<file path="src/rtl/gated_pipe_pkg.sv">
// Shared types and constants for the gated_pipe block.
// The per-channel load counter is built only when GATED_PIPE_CNT_EN is defined.
package gated_pipe_pkg;

  typedef enum logic {
    MODE_HOLD   = 1'b0,
    MODE_INVERT = 1'b1
  } mode_e;

  localparam int unsigned CNT_W = 16;
  localparam logic [CNT_W-1:0] CNT_MAX = '1;

endpackage

</file>
<file path="src/rtl/gated_pipe_ch.sv">
// One channel of gated_pipe: gated stage 0, free-running shift stages, and
// a saturating load counter when GATED_PIPE_CNT_EN is defined.
module gated_pipe_ch
  import gated_pipe_pkg::*;
#(
  parameter int unsigned WIDTH = 8,
  parameter int unsigned DEPTH = 2
) (
  input  logic             clk,
  input  logic             rst,
  input  logic             enable,
  input  logic             mode,
  input  logic [WIDTH-1:0] a,
  output logic [WIDTH-1:0] out,
  output logic             out_vld
`ifdef GATED_PIPE_CNT_EN
  ,
  output logic [CNT_W-1:0] load_cnt
`endif
);

  logic [WIDTH-1:0] data_q [DEPTH];
  logic [DEPTH-1:0] vld_q;
  mode_e            mode_sel;

  assign mode_sel = mode_e'(mode);

  always_ff @(posedge clk or posedge rst) begin
    if (rst) begin
      for (int unsigned i = 0; i < DEPTH; i++) begin
        data_q[i] <= '0;
      end
      vld_q <= '0;
    end else begin
      if (enable) begin
        data_q[0] <= a;
      end else if (mode_sel == MODE_INVERT) begin
        data_q[0] <= ~a;
      end else begin
        data_q[0] <= data_q[0];
      end
      vld_q[0] <= enable | mode;
      // Later stages never stall; held data keeps draining with valid low.
      for (int unsigned i = 1; i < DEPTH; i++) begin
        data_q[i] <= data_q[i-1];
        vld_q[i]  <= vld_q[i-1];
      end
    end
  end

  assign out     = data_q[DEPTH-1];
  assign out_vld = vld_q[DEPTH-1];

`ifdef GATED_PIPE_CNT_EN
  logic [CNT_W-1:0] cnt_q;

  // Only true loads count; INVERT captures leave the count alone.
  always_ff @(posedge clk or posedge rst) begin
    if (rst) begin
      cnt_q <= '0;
    end else if (enable && (cnt_q != CNT_MAX)) begin
      cnt_q <= cnt_q + 1'b1;
    end
  end

  assign load_cnt = cnt_q;
`endif

endmodule

</file>
<file path="src/rtl/gated_pipe.sv">
// Multi-channel gated pipeline: CH independent gated_pipe_ch instances.
// Define GATED_PIPE_CNT_EN to add the per-channel load_cnt output.
module gated_pipe
  import gated_pipe_pkg::*;
#(
  parameter int unsigned WIDTH = 8,
  parameter int unsigned CH    = 4,
  parameter int unsigned DEPTH = 2
) (
  input  logic                clk,
  input  logic                rst,
  input  logic [CH-1:0]       enable,
  input  logic [CH-1:0]       mode,
  input  logic [CH*WIDTH-1:0] a,
  output logic [CH*WIDTH-1:0] out,
  output logic [CH-1:0]       out_vld
`ifdef GATED_PIPE_CNT_EN
  ,
  output logic [CH*CNT_W-1:0] load_cnt
`endif
);

  for (genvar i = 0; i < CH; i++) begin : g_ch
    gated_pipe_ch #(
      .WIDTH(WIDTH),
      .DEPTH(DEPTH)
    ) u_ch (
      .clk     (clk),
      .rst     (rst),
      .enable  (enable[i]),
      .mode    (mode[i]),
      .a       (a[i*WIDTH +: WIDTH]),
      .out     (out[i*WIDTH +: WIDTH]),
      .out_vld (out_vld[i])
`ifdef GATED_PIPE_CNT_EN
      ,
      .load_cnt(load_cnt[i*CNT_W +: CNT_W])
`endif
    );
  end

endmodule

</file>
<file path="config.mk">
export PLATFORM = sky130hd
export DESIGN_NAME = gated_pipe
export DESIGN_NICKNAME = d
export VERILOG_FILES = /design/src/rtl/gated_pipe_pkg.sv /design/src/rtl/gated_pipe_ch.sv /design/src/rtl/gated_pipe.sv
export SDC_FILE = /design/constraint.sdc
export NUM_CORES = 1
export LEC_CHECK = 0
export ABC_AREA = 1
export BUFFER_PORTS_ARGS = -buffer_cell sky130_fd_sc_hd__buf_4
export CAP_MARGIN = 20
export CORE_ASPECT_RATIO = 1.5
export CORE_MARGIN = 2
export CORE_UTILIZATION = 40
export CTS_CLUSTER_SIZE = 28
export DETAILED_ROUTE_END_ITERATION = 10
export HOLD_SLACK_MARGIN = 0.08
export PLACE_DENSITY = 0.68
export SYNTH_ARGS = -nofsm -noshare
export SYNTH_HDL_FRONTEND = slang
export SYNTH_SLANG_ARGS = --single-unit
export TNS_END_PERCENT = 5
</file>
<file path="constraint.sdc">
create_clock -name clk -period 2.2 [get_ports clk]
set_input_delay 0.22 -clock clk [delete_from_list [all_inputs] [get_ports clk]]
set_output_delay 0.22 -clock clk [all_outputs]
set_load 0.005 [all_outputs]
</file>
==> summary.md <==
| Metric | Value |
|---|---|
| CP max-delay cell | dlygate4sd3_1 |
| Worst slack, placed | ~1.1 ns |
| Clk slew on worst S/H paths | around 0.050 ns |
| Detailed Place HPWL | between 3000 and 4000 µm |
| Average routed wire per standard cell | around 10 µm |
| TritonCTS clock tree | done |
| Antenna violations before repair | 0 |
| Post-synth EDFFs | 0 |
| Critical path required time | between 2 and 3 ns |
| Reg2reg start | g_ch[0].u_ch.data_q[8] |
| Reg power frac | a little over two fifths |
| Multiplexer share of the synthesized area | 0% |
| Drt initial violations | 116 |
| CTS Sinks | 72 |
| Leak | ~2.2 nW |
| Seq cells post-synth | between 70 and 80 |
| Area share of and/or/nand/nor cells after synthesis | ~24% |
| CP most frequent cell | buf_4 |
| CP top delay family | buffers and inverters |
| Warnings, synthesis | 0 |
| Worst setup EP type | async pin |
| Mapped Area | just over 0.003 mm² |
| Maximum VDD drop | 445 µV |
| Placed instance area | approximately 0.0034 mm² |
| Reg2reg path depth | 4 |
| Non-Filler Instances | 499 |
| Launch point of the critical path | rst |
| Pins Over Slew Limit | 0 |
| Count leader, synth | nand2_1 |
| Root Buffer | clkbuf_16 |
| Largest family of logic cells by synthesized area | simple AND/OR/NAND/NOR gates |
| Final setup margin | 0.958 ns |
| Total Die Area | between 0.008 and 0.009 mm² |
| CP cell instances | dlygate4sd3_1 > buf_4 > inv_2 > buf_4 |
| Core Box Area | about 0.0075 mm² |
| Crit path time final | ~1.2 ns |
| Ys flop type | dfrtp_1 |
| PD cells | slightly above 900 mW/mm² |
| Die outline width | between 70 and 80 µm |
| Slew @ Worst Pin | around 0.44 ns |
| Largest net degree at the start of global routing | 34 |
| Adder-cell share of the synthesized area | 0% |
| Nets | ~430 |
| Synthesized area per cell | about 8.9 µm² |
| Drc violations | 0 |
| CP endpoint | g_ch[1].u_ch.vld_q[1] |
| Htree depth | 3 |
| Max-cap violation count | 0 |
| Gate power share | 10.2% |
| Max-slew headroom | 70.9% |
| Post-Syn Instances | around 340 |
| R2r setup slk | between 1.5 and 2 ns |
| Worst skew pair latency | around 0.32 ns |
| Via count | just over 2,000 |
| Layout cells sized above 1 | around 28% |
| DRT antenna net count | 0 |
| Arr. time, crit path | roughly 1.7 ns |
| Crit Path Category | primary input to async pin |
| First-pass GRT wire length | 8450 µm |
| Diodes inserted | 0 |
| Area growth syn-to-layout | 24.7% |
| Hold Violations, Final | 0 |
| Die Y | about 110 µm |
| TNS Setup | 0 ns |
| Aggregate global-route resource usage | a little over an eighth |
| Gr ovfl total | 0 |
| Layout fillers | 735 |
| Clock Skew | ~0.0027 ns |
| Final period util | between 50% and 60% |
| Critical Path Start Type | primary input |
| Sw power | about 0.00073 W |
| Run status | finished, final reports clean |
| Dpl cells | between 400 and 500 |
| Power share of the clock group | 46.6% |
| Clock buffer depth | 2 |
| Sequential share of the synthesized area | a little under 60% |
| CP max stage delay | between 0.5 and 0.6 ns |
| Top cell type's share of synthesized area | between 50 and 60% |
| Placer Congestion | 0.774 |
| Critical path depth in cells | 4 |
| Crit path max fanout | 33 |
| # setup viols final | 0 |
| Count of cell types in the netlist | 10 |
| Synth Area in XOR/XNOR | 0% |
| Vias in the first global route | approximately 1,900 |
| Post-route cell area | between 0.003 and 0.004 mm² |
| Ports | 78 |
| Largest area contributor in the netlist | dfrtp_1 |
| Post-synthesis compound-gate area fraction | 0% |
| Initial Util | approximately 40% |
| Fmax | between 800 and 900 MHz |
| Commonest cells post-synth | 168 x nand2_1, 72 x dfrtp_1, 36 x buf_4 |
| Int Power | 0.00272 W |
| Row count | 39 |
| Pre-Repair DR Iteration Count | 4 |
| Sw Share | around a fifth |
| Port bufs | 77 |
| Number of vias per cell | 4.09 |
| Main area contributors after synthesis | dfrtp_1 59%, nand2_1 21%, buf_4 8.9%, inv_1 4.1%, nand3_1 2.0% |
| Drt total wl | around 5000 µm |
| Min-delay worst type | primary input to flop |
| Unrepaired setup endpoints after global routing | no |
| Worst R2R End | g_ch[0].u_ch.data_q[8] |
| Cts bufs inserted | 9 |
| Worst path bufs/invs | 4 |
| Post-synth net total | 383 |
| Ys async rst share | 100% |
-- sequential cells by signal, indices dropped and copies added (netlist names) --
name              cells
g_ch.u_ch.data_q     32
g_ch.u_ch.out        32
g_ch.u_ch.vld_q       8
-- tightest hold or removal path: stages --
cell and delay, ns:
buf_4 0.08, nand2_1 0.04, nand2_1 0.05
-- cell families (layout without fill, tap and decap cells) --
group                  count (synthesis)  count (layout)
buffers and inverters                 85             141
flip-flops                            72              72
AND/OR/NAND/NOR                      184             184
-- cells in the final DEF, fill, tap and decap left out, drive strengths merged --
master and n:
dlygate4sd3 1, dfrtp 72, clkinv 5, nand3 12
nand2 172, clkinvlp 1, bufinv 3, clkbuf 10
inv 42, buf 79
-- worst min path at each step --
stage	startpoint	depth (start not counted)	slack (ns)	end
5_1_grt	a[8]	3	0.1	g_ch[1].u_ch.data_q[8]
3_3_place_gp	rst	2	0.26	g_ch[2].u_ch.data_q[11]
6_report	a[31]	3	0.10	g_ch[3].u_ch.data_q[15]
2_1_floorplan	g_ch[0].u_ch.vld_q[0]	0	0.33	g_ch[0].u_ch.vld_q[1]
3_5_place_dp	rst	2	0.27	g_ch[0].u_ch.out[3]
4_1_cts	a[31]	3	0.09	g_ch[3].u_ch.data_q[15]
-- through the flow --
step / total power (W) / util, % / hold WS, ns
2_1_floorplan: 0.00175 / - / 0.331
3_3_place_gp: 0.00186 / 45.9 / 0.258
3_5_place_dp: 0.00187 / 45.9 / 0.267
4_1_cts: 0.00350 / 50.5 / 0.0875
5_1_grt: 0.00361 / 50.5 / 0.0963
6_report: 0.00345 / 50.5 / 0.102
-- per-layer routing --
metal  GRT usage, %  wire (µm)
met3           4.27        195
met4           7.72        131
met2           20.6       2650
met5              0          0
met1           16.4       2010
-- what timing repair did --
action                    in CTS  in global routing
buffers inserted               0                  0
hold endpoints to repair      21                  0
gates resized for setup        0                  0
hold buffers                   1                  0
-- power groups by stage --
stage	registers [W]	logic, W	clock network [W]
global route	0.00150	0.000401	0.00171
global placement	0.00151	0.000348	0
CTS	0.00149	0.000359	0.00165
detailed placement	0.00152	0.000356	0
floorplan	0.00150	0.000253	0
finish	0.00149	0.000350	0.00161
-- area by class of cell --
type	instances	area, µm²	area share, %
repair buffers	80	603	15.9
inverters	45	189	4.98
flip-flops and latches	72	1800	47.5
multi-input cells	184	736	19.4
well taps	102	128	3.36
clock inverters	6	108	2.84
clock buffers	10	229	6.04
(Power assumes the default switching activity.)
